==> src/rtl/uart_mon_pkg.sv <==
// Shared encodings for the hex-print UART feeder.
// UART_HEX_TX_CRLF_EN enables the CR+LF terminator.
package uart_mon_pkg;

  localparam logic [2:0] ST_IDLE  = 3'd0;
  localparam logic [2:0] ST_DIGIT = 3'd1;
  localparam logic [2:0] ST_TERM1 = 3'd2;
  localparam logic [2:0] ST_TERM2 = 3'd3;
  localparam logic [2:0] ST_DONE  = 3'd4;

  localparam logic [7:0] ASC_SP = 8'h20;
  localparam logic [7:0] ASC_CR = 8'h0D;
  localparam logic [7:0] ASC_LF = 8'h0A;
  localparam logic [7:0] ASC_0  = 8'h30;
  localparam logic [7:0] ASC_A  = 8'h41;

  localparam logic [1:0] NIB_2  = 2'd0;
  localparam logic [1:0] NIB_4  = 2'd1;
  localparam logic [1:0] NIB_8  = 2'd2;
  localparam logic [1:0] NIB_8B = 2'd3;

  localparam logic [1:0] TERM_NONE  = 2'd0;
  localparam logic [1:0] TERM_SP    = 2'd1;
  localparam logic [1:0] TERM_CRLF  = 2'd2;
  localparam logic [1:0] TERM_NONE3 = 2'd3;

  function automatic logic [3:0] digit_cnt(
    input logic [1:0] nib
  );
    logic [3:0] c;
    case (nib)
      NIB_2:   c = 4'd2;
      NIB_4:   c = 4'd4;
      default: c = 4'd8;
    endcase
    return c;
  endfunction

  // Left-justify so the first digit is always in [31:28].
  function automatic logic [31:0] align(
    input logic [31:0] d,
    input logic [1:0]  nib
  );
    logic [31:0] a;
    case (nib)
      NIB_2:   a = {d[7:0], 24'h0};
      NIB_4:   a = {d[15:0], 16'h0};
      default: a = d;
    endcase
    return a;
  endfunction

  function automatic logic [1:0] term_norm(
    input logic [1:0] t
  );
    logic [1:0] r;
    case (t)
      TERM_SP: r = TERM_SP;
`ifdef UART_HEX_TX_CRLF_EN
      TERM_CRLF: r = TERM_CRLF;
`else
      TERM_CRLF: r = TERM_SP;
`endif
      default: r = TERM_NONE;
    endcase
    return r;
  endfunction

endpackage

==> src/rtl/hex_nib2asc.sv <==
// Nibble to uppercase ASCII hex digit.
module hex_nib2asc
  import uart_mon_pkg::*;
(
  input  logic [3:0] nib,
  output logic [7:0] asc
);

  always_comb begin
    asc = ASC_0 + {4'h0, nib};
    if (nib > 4'd9) begin
      asc = ASC_A + {4'h0, nib} - 8'd10;
    end
  end

endmodule

==> src/rtl/uart_hex_tx.sv <==
// Prints a 2/4/8-digit hex value into a UART tx FIFO.
// UART_HEX_TX_CRLF_EN enables the CR+LF terminator.
module uart_hex_tx
  import uart_mon_pkg::*;
(
  input  logic        clk,
  input  logic        rst,
  input  logic        req_valid,
  output logic        req_ready,
  input  logic [31:0] req_data,
  input  logic [1:0]  req_nib,
  input  logic [1:0]  req_term,
  output logic [7:0]  tx_wdata,
  output logic        tx_wten,
  input  logic        tx_fifo_full,
  output logic        done
);

  logic [2:0]  state;
  logic [3:0]  cnt;
  logic [31:0] shreg;
  logic [1:0]  term;
  logic        busy;
  logic        wr;
  logic        accept;
  logic [7:0]  asc;

  hex_nib2asc u_nib2asc (
    .nib (shreg[31:28]),
    .asc (asc)
  );

  assign busy = (state == ST_DIGIT)
             || (state == ST_TERM1)
             || (state == ST_TERM2);
  assign wr   = busy && !tx_fifo_full;

  // Reset gates the outputs so an abort costs no extra write.
  assign tx_wten   = wr && !rst;
  assign done      = (state == ST_DONE) && !rst;
  assign req_ready = (state == ST_IDLE) && !rst;
  assign accept    = req_valid && req_ready;

  always_comb begin
    tx_wdata = 8'h00;
    case (state)
      ST_DIGIT: tx_wdata = asc;
`ifdef UART_HEX_TX_CRLF_EN
      ST_TERM1: tx_wdata =
        (term == TERM_CRLF) ? ASC_CR : ASC_SP;
      ST_TERM2: tx_wdata = ASC_LF;
`else
      ST_TERM1: tx_wdata = ASC_SP;
`endif
      default:  tx_wdata = 8'h00;
    endcase
  end

  always_ff @(posedge clk) begin
    if (rst) begin
      state <= ST_IDLE;
      cnt   <= 4'd0;
      shreg <= 32'h0;
      term  <= TERM_NONE;
    end else begin
      case (state)
        ST_IDLE: begin
          if (accept) begin
            shreg <= align(req_data, req_nib);
            cnt   <= digit_cnt(req_nib);
            term  <= term_norm(req_term);
            state <= ST_DIGIT;
          end
        end
        ST_DIGIT: begin
          if (wr) begin
            shreg <= {shreg[27:0], 4'h0};
            cnt   <= cnt - 4'd1;
            if (cnt == 4'd1) begin
              state <= (term == TERM_NONE)
                     ? ST_DONE : ST_TERM1;
            end
          end
        end
        ST_TERM1: begin
          if (wr) begin
`ifdef UART_HEX_TX_CRLF_EN
            state <= (term == TERM_CRLF)
                   ? ST_TERM2 : ST_DONE;
`else
            state <= ST_DONE;
`endif
          end
        end
`ifdef UART_HEX_TX_CRLF_EN
        ST_TERM2: begin
          if (wr) begin
            state <= ST_DONE;
          end
        end
`endif
        ST_DONE: state <= ST_IDLE;
        default: state <= ST_IDLE;
      endcase
    end
  end

endmodule

==> config.mk <==
export PLATFORM = sky130hd
export DESIGN_NAME = uart_hex_tx
export DESIGN_NICKNAME = d
export VERILOG_FILES = /design/src/rtl/uart_mon_pkg.sv /design/src/rtl/hex_nib2asc.sv /design/src/rtl/uart_hex_tx.sv
export SDC_FILE = /design/constraint.sdc
export NUM_CORES = 1
export LEC_CHECK = 0
export ABC_AREA = 1
export CORE_AREA = 5 5 97 99
export DETAILED_ROUTE_END_ITERATION = 7
export DIE_AREA = 0 0 102 104
export GPL_TIMING_DRIVEN = 1
export PLACE_DENSITY = 0.65
export SLEW_MARGIN = 20
export SYNTH_ARGS = -nofsm -noshare
export SYNTH_HDL_FRONTEND = slang
export SYNTH_HIERARCHICAL = 1
export SYNTH_SLANG_ARGS = --single-unit
==> constraint.sdc <==
create_clock -name clk -period 1.69 [get_ports clk]
set_input_delay 0.338 -clock clk [delete_from_list [all_inputs] [get_ports clk]]
set_output_delay 0.338 -clock clk [all_outputs]
set_load 0.02 [all_outputs]
# Word level (Yosys, flattened, before mapping)
# Index checks and enable logic that the tools add are counted.
# totals
out_inout_bits	11
wordCells	55
register_bits	41
# classes
n_reduce_logical	17
mux	17
eq_ne	12
order_cmp	1
add_sub_neg	4
# op_table
cell	count
$pmux 32 s2	2
$mux 32	2
$pmux 4 s2	2
$pmux 8 s2	1
$mux 3	5
$pmux 3 s3	1
$add 7x4->8 const A	1
$mux 4	2
$mux 8	1
$sub 8x4->8 const B	1
$add 6x4->7 const A	1
$eq 3x2->1 const B	2
$ne 2x2->1 const B	3
$logic_and 1x1->1	5
$eq 2x1->1 const B	2
$eq 4x1->1 const B	1
$gt 4x4->1 const B	1
$logic_not 2->1	2
$reduce_and 4->1	1
$sub 4x1->4 const B	1
$eq 3x1->1 const B	1
$eq 3x3->1 const B	1
$logic_not 3->1	1
$reduce_and 3->1	1
other kinds (8)	10

# Depth between registers and ports, before layout
# logic_depth
ltp_word	6
depth_mapped	10

# Hierarchy
# The synthesis kept the hierarchy.
# by_module_without_submodules
mod	seq_area_each_um2	area_per_inst_um2	cells_each	n_inst
uart_hex_tx	800.8	2507.4	439	1
hex_nib2asc	0.0	131.4	21	1

# Least setup slack after synthesis
# OpenSTA, ideal clock, no wires.
# synth_path
path_type	reg2out
start	register shreg[28]
end	output tx_wdata[0]
slack_ns	0.058
path_stages_with_launch	8
arrival_time_ns	1.294
path_cell_list	dfxtp_1 -> inv_1 -> ha_1 -> o21ai_4 -> nand3_1 -> nand2_1 -> inv_1 -> nor2_1
# synth_between
elab_chain_cells	4
elab_cells_between_ends	6
# synth_lines
element	line	source
from (decl)	uart_hex_tx.sv:21	logic [31:0] shreg;
from (signal assigned)	uart_hex_tx.sv:69	shreg <= align(req_data, req_nib);
from (signal assigned)	uart_hex_tx.sv:77	shreg <= {shreg[27:0], 4'h0};
$add 7x4->8	hex_nib2asc.sv:12	asc = ASC_A + {4'h0, nib} - 8'd10;
$sub 8x4->8	hex_nib2asc.sv:12	
$mux 8 *	hex_nib2asc.sv:11	if (nib > 4'd9) begin
named net asc[0]	uart_hex_tx.sv:26	logic [7:0] asc;
$pmux 8 s2 *	uart_hex_tx.sv:46	case (state)
to (decl)	uart_hex_tx.sv:13	output logic [7:0] tx_wdata,
# The timed path passes the listed nets; every way through them passes the cells marked *.

# Worst setup path in the final report
# layout_path
start	register shreg[28]
end	output tx_wdata[5]
# The elaborated chain is that of the path after synthesis.

==> summary.txt <==
Worst setup margin: -0.187 ns
CTS root buf: clkbuf_8
CTS Sinks: 40
Routed via count: 2,851
DRT iter0 DRCs: 137
Violated checks: negative setup slack
CP required: 1.35 ns
Post-DP Area: 3380 um^2
Critical Path Most Common Cell: nand2_1
Tmin final: 1.88 ns
CP Max Fanout: 4
Final Hold Vio Count: 0
YS warnings: 6
Mapped Avg Cell Area: 5.74 um^2
Most common cell after layout, fill and taps aside: nand2_1
Largest delay share family, worst path: flip-flops
Slowest-stage cell, CP: dfxtp_4
Lkg Pwr: 1.79 nW
M2 GR Usage: 0.240
Register area share after synthesis: 0.303
PortBufs: 49
Die Ht: 104 um
Synth cell types: 31
Mapped Area: 2640 um^2
Detailed Route WL: 7300 um
RSZ-0062 raised after global routing: true
Period utilisation layout: 1.11
Setup-failing EPs final: 7
Arrival @ worst endpoint: 1.54 ns
Drt wl/cell: 11.4 um
Crit path cell chain: inv_4 > ha_4 > o21ai_4 > nand2_4 > inv_2 > nand2_2 > nand2_1 > nand2_1 > buf_6
Pwr Density: 1480 nW/um^2
Highest-count cells in the layout ignoring fill and taps: 166 x nand2_1, 83 x nor2_1, 52 x inv_1, 39 x clkdlybuf4s50_1, 36 x dfxtp_1
Syn Inst Count: 460
Initial core utilization: 0.312
Total grt overflow: 0
Clk Latency, worst-skew pair: 0.29 ns
CP endpoint kind: primary output
Via/cell ratio: 4.46
DPL Wire Length: 5230 um
Fmax: 0.533 GHz
DRC viols: 0
Bufs and invs on worst path: 3
Antenna-violating nets left: 0
Register clock-pin slew on the reported worst setup and hold paths: 0.08 ns
Die footprint: 10,600 um^2
CTS tree: yes
Met1 usage: 0.177
Initial antenna violation count: 0
Met3 Usage GRT: 0.0241
Slowest stage delay, CP: 0.39 ns
Core area: 8470 um^2
First-pass GRT wire length: 12,300 um
Layout Area Growth over Synthesis: 36.6%
#FFs+latches synth: 40
Worst Skew: 0.00351 ns
Pin count of the biggest net entering global routing: 61
DIE WIDTH: 102 um
Drt pass-1 iters: 5
GPL Wtd Cong: 0.847
Max Slew Vio Count: 0
Vias in the first global route: 2,730
Peak supply drop: 492 uV
Gr usage total: 0.139
Fin nets: 575
Post-route cell area: 3600 um^2
Crit path kind: reg -> out
Final Power: 0.00532 W
Critical path launch point type: flip-flop
H-tree depth: 2
Number of core rows: 34
Num CTS Buffers: 5
Syn_nets: 504
I/O pins: 51
Status: complete, but fails checks
Clock Path Buffers: 2
Share of layout cells above drive strength 1: 0.171
Hold Path Class: reg -> reg
Antenna Cells: 0
# hold bufs at CTS: 0
Most Used Layer, Global Route: met2
Max-cap violations: 0
[worst register-to-register path: stages, from the launching register on]
cell and delay (ns):
dfxtp_1 0.32, inv_1 0.15, nand2_1 0.09, nor2_2 0.12, buf_6 0.22, nand2_1 0.10
o21ai_0 0.11, buf_4 0.15, nand2_1 0.04, nand2_1 0.07, nor2_1 0.04
[layout make-up]
class                      count  area [um^2]
inverter                      60          230
tap                          108          135
timing repair buffer          86          806
fill                         891         4860
clock buffer                   7         96.3
sequential                    40          808
multi-input combinational    338         1530
[cell families (layout without fill, tap and decap cells)]
family / after synthesis / count (layout) / share of synthesized area
fa+ha+maj: 4 / 4 / 0.0190
compound gates: 41 / 41 / 0.0896
xor+xnor: 1 / 1 / 0.00332
simple gates: 291 / 291 / 0.442
flops: 40 / 40 / 0.303
buf+inv: 82 / 153 / 0.141
other cells: 1 / 1 / 0.00142
[state kept, by name (all words and copies together), names as in the netlist]
register  flops
cnt           4
shreg        32
term          1
state         3
[routing by layer]
metal  part of all wire  vias to the layer above
met5                  0                        -
met4              0.015                        0
met3              0.040                       10
met2               0.49                       68
met1               0.45                     1253
li1                   -                     1520
[final timing paths]
path             start          end  slack, ns  depth (start not counted)
max reg2reg   state[2]    shreg[29]       0.17                         10
max          shreg[28]  tx_wdata[5]      -0.19                          9
min          shreg[26]    shreg[26]       0.49                          2
min reg2reg  shreg[26]    shreg[26]       0.49                          2
[cells in the mapped netlist, drive strengths merged]
master | n | area share
nand4 | 2 | 0.0047
clkinv | 1 | 0.0014
a21boi | 1 | 0.0028
nand2 | 172 | 0.25
inv | 59 | 0.084
o22ai | 2 | 0.0047
dfxtp | 40 | 0.30
a21oi | 6 | 0.013
conb | 1 | 0.0014
xor2 | 1 | 0.0033
o21ai | 31 | 0.064
o211ai | 1 | 0.0047
nor2 | 93 | 0.14
clkbuf | 2 | 0.0028
or2 | 1 | 0.0024
ha | 4 | 0.019
buf | 20 | 0.053
nand3 | 21 | 0.040
nor4 | 2 | 0.0047
[timing repair]
action                                  in CTS  in global routing
resized for setup                           56                 26
gates cloned                                 0                  1
setup buffers                                0                  2
endpoints found under the setup margin      10                 16
pin swaps                                    7                  7
[where the power goes]
group / internal [W] / switching, W
clock network: 0.000364 / 0.000334
logic: 0.00129 / 0.00173
registers: 0.00136 / 0.000243
[metrics by stage]
step,hold WS [ns],worst slack [ns],setup TNS [ns],utilization,std cells
2_1_floorplan,0.452,0.0582,0,-,460
3_3_place_gp,0.466,-0.366,-8.61,0.400,629
3_5_place_dp,0.475,-0.411,-8.82,0.400,629
4_1_cts,0.488,-0.170,-0.884,0.411,636
5_1_grt,0.518,-0.266,-1.70,0.426,639
6_report,0.488,-0.187,-1.02,0.426,639
Power figures use the tool's default switching activity.
